File: config.mk
export PLATFORM = sky130hd
export DESIGN_NAME = setare_ctrl
export DESIGN_NICKNAME = d
export VERILOG_FILES = /design/src/rtl/setare_pkg.sv /design/src/rtl/setare_ctrl_btn_repeat.sv /design/src/rtl/setare_ctrl.sv
export SDC_FILE = /design/constraint.sdc
export NUM_CORES = 1
export LEC_CHECK = 0
export ABC_AREA = 1
export CORE_UTILIZATION = 43
export CTS_BUF_LIST = sky130_fd_sc_hd__clkbuf_2
export DETAILED_ROUTE_END_ITERATION = 16
export GPL_TIMING_DRIVEN = 0
export PLACE_DENSITY_LB_ADDON = 0.05
export SYNTH_ARGS = -nofsm -noshare
export SYNTH_HDL_FRONTEND = slang
export SYNTH_SLANG_ARGS = --single-unit
File: constraint.sdc
create_clock -name clock -period 3 [get_ports clock]
set_input_delay 0.3 -clock clock [delete_from_list [all_inputs] [get_ports clock]]
set_output_delay 0.3 -clock clock [all_outputs]
set_load 0.01 [all_outputs]
File: src/rtl/setare_pkg.sv
// Shared types and default timing constants for the time/alarm setting sequencer.
package setare_pkg;

  typedef enum logic [1:0] {
    IDLE,
    SET_TIME,
    SET_ALARM,
    COMMIT
  } state_e;

  localparam int unsigned DEF_REPEAT_DELAY_MS = 500;
  localparam int unsigned DEF_REPEAT_RATE_MS  = 100;
  localparam int unsigned DEF_TIMEOUT_MS      = 10000;
  localparam int unsigned DEF_BLINK_MS        = 500;
  localparam int unsigned DEF_CNT_W           = 14;

endpackage

File: src/rtl/setare_ctrl_btn_repeat.sv
// Rising-edge detect plus delay/rate auto-repeat for one increment button.
module btn_repeat #(
  parameter int unsigned REPEAT_DELAY_MS = 500,
  parameter int unsigned REPEAT_RATE_MS  = 100,
  parameter int unsigned CNT_W           = 14
) (
  input  logic clock,
  input  logic reset,
  input  logic tick_ms_i,
  input  logic btn_i,
  input  logic en_i,
  input  logic hold_i,
  output logic inc_o
);

  localparam logic [CNT_W-1:0] DELAY_LAST = CNT_W'(REPEAT_DELAY_MS - 1);
  localparam logic [CNT_W-1:0] RATE_LAST  = CNT_W'(REPEAT_RATE_MS - 1);

  logic             btn_q;
  logic             act_q, act_d;
  logic             rep_q, rep_d;
  logic             inc_d;
  logic [CNT_W-1:0] cnt_q, cnt_d;
  logic             rise;

  // act_q arms the repeat counter only after a fresh rise seen while enabled
  always_comb begin
    rise  = btn_i & ~btn_q;
    act_d = act_q;
    rep_d = rep_q;
    cnt_d = cnt_q;
    inc_d = 1'b0;
    if (!en_i || hold_i || !btn_i) begin
      act_d = 1'b0;
      rep_d = 1'b0;
      cnt_d = '0;
    end else if (rise) begin
      act_d = 1'b1;
      rep_d = 1'b0;
      cnt_d = '0;
      inc_d = 1'b1;
    end else if (act_q && tick_ms_i) begin
      if (cnt_q == (rep_q ? RATE_LAST : DELAY_LAST)) begin
        cnt_d = '0;
        rep_d = 1'b1;
        inc_d = 1'b1;
      end else if (cnt_q != '1) begin
        cnt_d = cnt_q + CNT_W'(1);
      end
    end
  end

  always_ff @(posedge clock) begin
    if (reset) begin
      btn_q <= 1'b1;
      act_q <= 1'b0;
      rep_q <= 1'b0;
      cnt_q <= '0;
      inc_o <= 1'b0;
    end else begin
      btn_q <= btn_i;
      act_q <= act_d;
      rep_q <= rep_d;
      cnt_q <= cnt_d;
      inc_o <= inc_d;
    end
  end

endmodule

File: src/rtl/setare_ctrl.sv
// Button sequencer for time/alarm setting: mode FSM, auto-repeat increments,
// inactivity timeout and display blink.
module setare_ctrl
  import setare_pkg::*;
#(
  parameter int unsigned REPEAT_DELAY_MS = DEF_REPEAT_DELAY_MS,
  parameter int unsigned REPEAT_RATE_MS  = DEF_REPEAT_RATE_MS,
  parameter int unsigned TIMEOUT_MS      = DEF_TIMEOUT_MS,
  parameter int unsigned BLINK_MS        = DEF_BLINK_MS,
  parameter int unsigned CNT_W           = DEF_CNT_W
) (
  input  logic clock,
  input  logic reset,
  input  logic tick_ms,
  input  logic btn_mode,
  input  logic btn_ok,
  input  logic btn_h,
  input  logic btn_m,
  output logic set_time,
  output logic set_alarm,
  output logic inc_hours,
  output logic inc_minutes,
  output logic stop,
  output logic aborted,
  output logic blink
);

  localparam logic [CNT_W-1:0] TIMEOUT_CNT = CNT_W'(TIMEOUT_MS);
  localparam logic [CNT_W-1:0] BLINK_LAST  = CNT_W'(BLINK_MS - 1);

  state_e           state_q, state_d;
  logic             mode_q, ok_q;
  logic [CNT_W-1:0] to_cnt_q, to_cnt_d;
  logic [CNT_W-1:0] bl_cnt_q, bl_cnt_d;
  logic             blink_d, set_time_d, set_alarm_d, stop_d, aborted_d;
  logic             rise_mode, rise_ok, editing, state_chg, rep_en;

  always_comb begin
    rise_mode = btn_mode & ~mode_q;
    rise_ok   = btn_ok & ~ok_q;
    editing   = (state_q == SET_TIME) || (state_q == SET_ALARM);
    state_d   = state_q;
    aborted_d = 1'b0;
    to_cnt_d  = to_cnt_q;
    bl_cnt_d  = bl_cnt_q;
    blink_d   = blink_q_hold();

    if (editing) begin
      if (rise_mode || rise_ok || btn_h || btn_m) begin
        to_cnt_d = '0;
      end else if (tick_ms && to_cnt_q != '1) begin
        to_cnt_d = to_cnt_q + CNT_W'(1);
      end
      if (tick_ms) begin
        if (bl_cnt_q == BLINK_LAST) begin
          bl_cnt_d = '0;
          blink_d  = ~blink;
        end else begin
          bl_cnt_d = bl_cnt_q + CNT_W'(1);
        end
      end
    end

    unique case (state_q)
      IDLE: begin
        if (rise_mode) state_d = SET_TIME;
      end
      SET_TIME, SET_ALARM: begin
        if (rise_ok) begin
          state_d = COMMIT;
        end else if (rise_mode) begin
          state_d   = (state_q == SET_TIME) ? SET_ALARM : IDLE;
          aborted_d = (state_q == SET_ALARM);
        end else if (to_cnt_d == TIMEOUT_CNT) begin
          state_d   = IDLE;
          aborted_d = 1'b1;
        end
      end
      COMMIT:  state_d = IDLE;
      default: state_d = IDLE;
    endcase

    // Every state change restarts the ms counters and re-evaluates blink
    state_chg = (state_d != state_q);
    if (state_chg) begin
      to_cnt_d = '0;
      bl_cnt_d = '0;
      unique case (state_d)
        SET_TIME, SET_ALARM: blink_d = 1'b1;
        COMMIT:              blink_d = blink;
        default:             blink_d = 1'b0;
      endcase
    end

    set_time_d  = (state_d == SET_TIME)  || (state_d == COMMIT && set_time);
    set_alarm_d = (state_d == SET_ALARM) || (state_d == COMMIT && set_alarm);
    stop_d      = (state_d == COMMIT);
    rep_en      = editing && !state_chg;
  end

  function automatic logic blink_q_hold();
    return blink;
  endfunction

  always_ff @(posedge clock) begin
    if (reset) begin
      state_q   <= IDLE;
      mode_q    <= 1'b1;
      ok_q      <= 1'b1;
      to_cnt_q  <= '0;
      bl_cnt_q  <= '0;
      set_time  <= 1'b0;
      set_alarm <= 1'b0;
      stop      <= 1'b0;
      aborted   <= 1'b0;
      blink     <= 1'b0;
    end else begin
      state_q   <= state_d;
      mode_q    <= btn_mode;
      ok_q      <= btn_ok;
      to_cnt_q  <= to_cnt_d;
      bl_cnt_q  <= bl_cnt_d;
      set_time  <= set_time_d;
      set_alarm <= set_alarm_d;
      stop      <= stop_d;
      aborted   <= aborted_d;
      blink     <= blink_d;
    end
  end

  btn_repeat #(
    .REPEAT_DELAY_MS(REPEAT_DELAY_MS),
    .REPEAT_RATE_MS (REPEAT_RATE_MS),
    .CNT_W          (CNT_W)
  ) u_rep_hours (
    .clock    (clock),
    .reset    (reset),
    .tick_ms_i(tick_ms),
    .btn_i    (btn_h),
    .en_i     (rep_en),
    .hold_i   (1'b0),
    .inc_o    (inc_hours)
  );

  // Minutes are locked out while the hours button is held
  btn_repeat #(
    .REPEAT_DELAY_MS(REPEAT_DELAY_MS),
    .REPEAT_RATE_MS (REPEAT_RATE_MS),
    .CNT_W          (CNT_W)
  ) u_rep_minutes (
    .clock    (clock),
    .reset    (reset),
    .tick_ms_i(tick_ms),
    .btn_i    (btn_m),
    .en_i     (rep_en),
    .hold_i   (btn_h),
    .inc_o    (inc_minutes)
  );

endmodule

==> Word-level counts from Yosys, hierarchy flattened <==
Cells that the tools add are included.
{ "op_classes": {"addsub": 4, "eq_ne": 15, "mux": 29, "bitwise": 10, "reduce_logical": 39} }
{ "op_table": {"columns": ["cell", "count"], "rows": [
  ["14-bit 2-to-1 mux", 8],
  ["14-bit by 1-bit adder with 14-bit output (second input constant)", 4],
  ["14-bit != test (second input constant)", 3],
  ["14-bit == test", 2],
  ["9-bit 2-to-1 mux", 2],
  ["14-bit == test (second input constant)", 1],
  ["14-bit by 9-bit == test with 1-bit output (second input constant)", 1],
  ["1-bit 2-to-1 mux", 12],
  ["2-bit 2-to-1 mux", 5],
  ["2-bit AND reduction", 5],
  ["2-bit nonzero test", 5],
  ["2-bit OR reduction", 5],
  ["1-bit logical OR", 9],
  ["3-bit OR reduction", 3],
  ["2-bit == test (second input constant)", 4],
  ["1-bit logical AND", 6],
  ["1-bit NOT", 6],
  ["2-bit case mux with 3 select lines", 1],
  ["1-bit bitwise AND", 4],
  ["2-bit by 1-bit == test with 1-bit output (second input constant)", 2],
  ["1-bit logical NOT", 4],
  ["4-bit AND reduction", 1],
  ["2-bit logical NOT", 1],
  ["2-bit != test", 1],
  ["other kinds (2)", 2]
]} }
{ "totals": {"register_bits": 73, "in_bits": 7, "word_cells": 117} }

==> Logic depth before layout (Yosys ltp) <==
{ "depth": {"word_depth": 19, "depth_mapped": 25, "depth_no_buf": 25} }

==> Hierarchy <==
Synthesis repeated with hierarchy kept, for this count alone.
{ "unflattened": {"cells_unflattened": 732, "area_unflattened_um2": 4580.6} }
{ "modules_own_cells": {"columns": ["mod", "instances", "cells_per_inst", "area_each_um2", "seq_area_each_um2"], "rows": [
  ["btn_repeat", 2, 195, 1172.4, 360.3],
  ["setare_ctrl", 1, 342, 2235.9, 740.7]
]} }

==> Least setup slack after synthesis <==
No wires, ideal clock.
{ "synth_timing": {"path_kind": "register to register", "startpoint": "register state_q[0]", "endpoint": "register u_rep_hours.cnt_q[4]", "setup_ps": 134, "t_arrival_ps": 2666, "required_time_ps": 2866, "setup_slack_ps": 200, "stages_incl_launch_ff": 21, "period_less_slack_ps": 2800, "cell_sequence": "dfxtp_1 -> inv_1 -> ha_1 -> nand2_2 -> clkinv_2 -> buf_4 -> o2111ai_1 -> nand3_1 -> nor2_1 -> nand3_1 -> nor2_1 -> nand2_2 -> nand2_1 -> nand2_1 -> nand2_2 -> nand3_1 -> nand3_4 -> nor2_8 -> nand4_4 -> buf_6 -> nor2_4"} }
{ "synth_between": {"elab_chain_len": 14} }
{ "synth_rtl": {"columns": ["item", "line_no", "source"], "rows": [
  ["start, declared", "setare_ctrl.sv:31", "state_e state_q, state_d;"],
  ["start signal, assigned", "setare_ctrl.sv:118", "state_q <= state_d;"],
  ["2-bit by 1-bit == test with 1-bit output or 2-bit == test (tied branches)", "setare_ctrl.sv:41, setare_ctrl.sv:64, setare_ctrl.sv:72", null],
  ["1-bit logical OR", "setare_ctrl.sv:41", "editing = (state_q == SET_TIME) || (state_q == SET_ALARM);"],
  ["14-bit 2-to-1 mux", "setare_ctrl.sv:48", "if (editing) begin"],
  ["14-bit == test", "setare_ctrl.sv:74", "end else if (to_cnt_d == TIMEOUT_CNT) begin"],
  ["2-bit 2-to-1 mux", "setare_ctrl.sv:74", null],
  ["2-bit 2-to-1 mux", "setare_ctrl.sv:71", "end else if (rise_mode) begin"],
  ["2-bit 2-to-1 mux", "setare_ctrl.sv:69", "if (rise_ok) begin"],
  ["2-bit case mux with 3 select lines", "setare_ctrl.sv:64", "unique case (state_q)"],
  ["2-bit != test", "setare_ctrl.sv:84", "state_chg = (state_d != state_q);"],
  ["1-bit logical NOT", "setare_ctrl.sv:98", "rep_en = editing && !state_chg;"],
  ["1-bit logical AND *", "setare_ctrl.sv:98", null],
  ["1-bit logical NOT *", "setare_ctrl_btn_repeat.sv:33", "if (!en_i || hold_i || !btn_i) begin"],
  ["1-bit logical OR *", "setare_ctrl_btn_repeat.sv:33", null],
  ["3-bit OR reduction (no line) *", null, null],
  ["end signal, assigned", "setare_ctrl_btn_repeat.sv:64", "cnt_q <= cnt_d;"],
  ["end, declared", "setare_ctrl_btn_repeat.sv:23", "logic [CNT_W-1:0] cnt_q, cnt_d;"]
]} }
Every way passes the cells marked *; elsewhere a longest branch is shown, timed or not.
A chain may end at the register's enable or synchronous reset.

==> Worst setup path after layout <==
{ "layout_timing": {"startpoint": "register state_q[0]", "endpoint": "register u_rep_minutes.cnt_q[0]"} }
{ "layout_between": {"elab_chain_len": 15} }
{ "layout_rtl": {"columns": ["item", "line_no"], "rows": [
  ["2-bit by 1-bit == test with 1-bit output or 2-bit == test (tied branches)", "setare_ctrl.sv:41, setare_ctrl.sv:64, setare_ctrl.sv:72"],
  ["1-bit logical OR", "setare_ctrl.sv:41"],
  ["14-bit 2-to-1 mux", "setare_ctrl.sv:48"],
  ["14-bit == test", "setare_ctrl.sv:74"],
  ["2-bit 2-to-1 mux", "setare_ctrl.sv:74"],
  ["2-bit 2-to-1 mux", "setare_ctrl.sv:71"],
  ["2-bit 2-to-1 mux", "setare_ctrl.sv:69"],
  ["2-bit case mux with 3 select lines *", "setare_ctrl.sv:64"],
  ["via state_d[1]", "setare_ctrl.sv:31"],
  ["2-bit != test *", "setare_ctrl.sv:84"],
  ["1-bit logical NOT *", "setare_ctrl.sv:98"],
  ["1-bit logical AND *", "setare_ctrl.sv:98"],
  ["1-bit logical NOT *", "setare_ctrl_btn_repeat.sv:33"],
  ["1-bit logical OR * (2 in series)", "setare_ctrl_btn_repeat.sv:33"],
  ["3-bit OR reduction (no line) *", null],
  ["end signal, assigned", "setare_ctrl_btn_repeat.sv:64"],
  ["end, declared", "setare_ctrl_btn_repeat.sv:23"]
]} }
The timed path passes the listed nets; every way through them passes the cells marked *.

==> impl_results.rst <==
.. list-table::
   :header-rows: 1

   * - Metric
     - Value
   * - Run status
     - completed
   * - Die Outline Area
     - slightly below 0.01 mm²
   * - Clock tree skew after final layout
     - 0.03572 ns
   * - Most common library cells after synthesis
     - 90 x sky130_fd_sc_hd__inv_1, 88 x sky130_fd_sc_hd__nor2_1, 86 x sky130_fd_sc_hd__nand2_1
   * - Post-route ant nets
     - 0
   * - Area of the core
     - between 0.009 and 0.01 mm²
   * - Final RePlAce weighted congestion
     - 0.8057
   * - Synth async-reset ratio
     - 0%
   * - Inserted Clock Buffers
     - 9
   * - Power, Total
     - ~1800 µW
   * - Count of vias placed by the detailed router
     - between 3k and 4k
   * - Sequential element share of the synthesized area
     - 35.74%
   * - Final worst-path cycle share
     - 95.75%
   * - Clock transition at the registers of the reported paths
     - 0.21 ns
   * - # port buffers
     - 12
   * - Worst VDD drop
     - 0.1913 mV
   * - Dominant synthesized flop cell
     - sky130_fd_sc_hd__dfxtp_1
   * - Number of sinks handled by clock tree synthesis
     - 73
   * - RSZ-0062 raised after global routing
     - yes
   * - Pre-CTS setup slack
     - -0.3132 ns
   * - Post-Syn Area per Cell
     - 7.250 µm²
   * - Hold Path End
     - set_alarm
   * - Number of standard cells in the layout, taps in and fillers out
     - 746
   * - Share of cells above drive strength 1
     - 18.64%
   * - Area leader, netlist
     - sky130_fd_sc_hd__dfxtp_1
   * - H-tree levels
     - 3
   * - Final HPWL from detailed placement
     - 6.239 mm
   * - Count of pins over their slew limit
     - 0
   * - Main area contributors after synthesis
     - sky130_fd_sc_hd__dfxtp_1 36%, sky130_fd_sc_hd__inv_1 8.3%, sky130_fd_sc_hd__nor2_1 8.1%
   * - Per-cell routed wire length
     - 12.14 µm
   * - Endpoints failing hold
     - 0
   * - Worst Max-Slew Pin Slew
     - just under 0.6 ns
   * - Count of different cell masters after synthesis
     - 41
   * - Cell area after synthesis
     - 0.004089 mm²
   * - Synthesis-to-layout area growth
     - 18.39%
   * - Clock tree from TritonCTS
     - built
   * - Vias in the first global route
     - between 3k and 4k
   * - Minimum setup slack among reg-to-reg paths
     - ~0.13 ns
   * - Pwr per Cell Area
     - 371.7 mW/mm²
   * - Global route overflow
     - 0
   * - Worst hold start
     - reset
   * - Post-synthesis instance total
     - 564
   * - Critical path class
     - flop to flop
   * - Number of flops mapped to enable cells by yosys
     - 0
   * - Final net count
     - approximately 630
   * - Clk buf depth
     - 2
   * - Worst flop-to-flop path endpoint
     - u_rep_minutes.cnt_q[0]
   * - Leakage power figure
     - approximately 0.0018 µW
   * - Detailed Route Iter0 Violations
     - 113
   * - Hold WC Path Type
     - primary input to flop
   * - Instance count after placement with tap cells included
     - 705
   * - Crit path max fanout
     - 6
   * - Number of storage elements in the synthesis netlist
     - 73
   * - Critical path data required time
     - 3.49 ns
   * - Data arrival time of the critical path
     - 3.36 ns
   * - Reg-to-Reg Start
     - state_q[0]
   * - Kind of start point of the critical path
     - flop
   * - Skew-Pair Late Insertion Delay
     - 0.52 ns
   * - Vertical extent of the die
     - between 90 and 100 µm
   * - Number of cells traversed by the worst register-to-register path
     - 23
   * - Setup violation total in the final timing report
     - 0
   * - Headroom to the max-slew limit
     - 59.94%
   * - Min cycle time layout
     - about 2.9 ns
   * - Number of diodes
     - 0
   * - Number of ports placed on the die boundary
     - 14
   * - Library cell used as clock root buffer
     - sky130_fd_sc_hd__clkbuf_2
   * - Post-CTS Hold Fix Bufs
     - 0
   * - Maximum number of pins on one net before global-route repair
     - 13
   * - Most repeated cell in the gate-level netlist after synthesis
     - sky130_fd_sc_hd__inv_1
   * - First-pass GRT wire length
     - around 15 mm
   * - Global router's overall resource usage
     - 18.44%
   * - Worst Hold Path Cells
     - 2
   * - Number of antenna violations at the first check in global routing
     - 0
   * - Routed via count divided by cell count
     - 4.887
   * - YS warnings
     - 0
   * - Top-area cell type share of the netlist area
     - 35.74%
   * - Max Cap Viol
     - 0
   * - Cell row count
     - 35
   * - Initial core utilization
     - 44.25%
   * - Net Count, Synth
     - between 500 and 600
   * - Highest attainable clock frequency
     - 348.1 MHz
   * - Total iterations of the first detailed-routing run
     - 4
   * - DRT Wirelength
     - 9.055 mm
   * - Crit end category
     - flop
   * - Remaining design rule violation count
     - 0
   * - Die outline width
     - 99.52 µm
   * - Worst setup margin
     - between 0.1 and 0.15 ns
==> area by class of cell <==
cell class                 count  area (µm²)
buffer                        10       103.9
clock buffer                  10       50.05
clock inverter                 6       35.03
fill                         909        4399
inverter                      92       357.8
multi-input combinational    389        2293
sequential                    73        1473
tap                          129       161.4
timing repair buffer          36       360.3
timing repair inverter         1       6.256
==> report_power, final <==
part / internal [µW] / total, µW / switching, µW
registers: 987 / 1000 / 12.2
logic: 139 / 333 / 194
clock network: 107 / 466 / 360
total: 1230 / 1800 / 566
==> cell families after synthesis <==
group	Yosys count	share of synthesized area [%]
and+or+nand+nor	320	41.43
buffers and inverters	102	10.16
DFF	73	35.74
AOI/OAI and AO/OA	44	6.396
xor gates and xnor gates	15	3.213
adders and majority gates	10	3.060
==> registers in the layout (all words and copies together) (netlist names) <==
name and flops:
aborted 1, bl_cnt_q 14, blink 1, mode_q 1, ok_q 1, set_alarm 1
set_time 1, state_q 2, stop 1, to_cnt_q 14, u_rep_hours.act_q 1, u_rep_hours.btn_q 1
u_rep_hours.cnt_q 14, u_rep_hours.inc_o 1, u_rep_hours.rep_q 1, u_rep_minutes.act_q 1, u_rep_minutes.btn_q 1, u_rep_minutes.cnt_q 14
u_rep_minutes.inc_o 1, u_rep_minutes.rep_q 1
==> metrics by stage <==
| step | instance area, µm² | util [%] | setup TNS, ns | hold slack (ns) |
|---|---|---|---|---|
| 2_1_floorplan | 4089 | - | 0 | 0.3917 |
| 3_3_place_gp | 4370 | 47.30 | -14.58 | 0.4329 |
| 3_5_place_dp | 4370 | 47.30 | -13.90 | 0.4498 |
| 4_1_cts | 4498 | 48.68 | 0 | 0.1350 |
| 5_1_grt | 4841 | 52.39 | -2.392 | 0.1382 |
| 6_report | 4841 | 52.39 | 0 | 0.1515 |
==> placed cells by master (no fill, tap or decap), drive strengths merged <==
cell type / n
nor2: 114
nand2: 96
inv: 93
dfxtp: 73
nand3: 51
buf: 27
nand4: 24
nor3: 21
o21ai: 19
clkbuf: 17
xor2: 13
clkdlybuf4s50: 12
ha: 10
a21oi: 9
nor4: 9
clkinv: 5
o211ai: 4
a211oi: 4
o21bai: 3
or2: 3
nand3b: 2
xnor2: 2
o2111ai: 1
o311ai: 1
a31oi: 1
a31o: 1
o22ai: 1
clkinvlp: 1
==> critical path, cell delays in order, from the launching register on <==
cell and delay, ns:
sky130_fd_sc_hd__dfxtp_2 0.41, sky130_fd_sc_hd__inv_4 0.06, sky130_fd_sc_hd__ha_4 0.31, sky130_fd_sc_hd__nand2_8 0.08
sky130_fd_sc_hd__inv_8 0.09, sky130_fd_sc_hd__buf_8 0.11, sky130_fd_sc_hd__nand4_1 0.12, sky130_fd_sc_hd__buf_4 0.17
sky130_fd_sc_hd__nor2_2 0.09, sky130_fd_sc_hd__nor2_1 0.06, sky130_fd_sc_hd__nand3_2 0.05, sky130_fd_sc_hd__nor2_2 0.04
sky130_fd_sc_hd__nand2_2 0.08, sky130_fd_sc_hd__nand2_1 0.05, sky130_fd_sc_hd__nand2_1 0.07, sky130_fd_sc_hd__nand2_2 0.07
sky130_fd_sc_hd__nand2_4 0.09, sky130_fd_sc_hd__nand2_2 0.06, sky130_fd_sc_hd__nand2_4 0.09, sky130_fd_sc_hd__nand3_4 0.10
sky130_fd_sc_hd__nor2_8 0.17, sky130_fd_sc_hd__nand4_4 0.17, sky130_fd_sc_hd__clkbuf_16 0.23, sky130_fd_sc_hd__nor2_4 0.06
==> what timing repair did <==
item                                    in CTS  in global routing
gates resized for setup                     10                 33
gates cloned                                 0                  4
endpoints found under the setup margin      65                 65
pin swaps                                    0                 15
setup buffers                                1                 20
==> per-layer routing <==
metal,routed length (µm),global-route usage [%],share of wire [%],up-vias
li1,-,-,-,1919
met1,4287,22.91,47,1656
met2,4341,31.84,48,61
met3,298,4.708,3.3,10
met4,127,4.638,1.4,0
met5,0,0,0,-
==> worst max-delay path by stage <==
stage                from                       to  slack [ns]  cells past startpoint
3_5_place_dp        btn_h     u_rep_hours.cnt_q[4]       -0.31                     19
4_1_cts        state_q[1]  u_rep_minutes.cnt_q[10]        0.03                     20
2_1_floorplan  state_q[0]     u_rep_hours.cnt_q[4]        0.20                     20
6_report       state_q[0]   u_rep_minutes.cnt_q[0]        0.13                     23
3_3_place_gp        btn_h     u_rep_hours.cnt_q[4]       -0.32                     19
5_1_grt        state_q[0]  u_rep_minutes.cnt_q[10]       -0.12                     22
No activity file was read; power rests on OpenSTA's default activity.
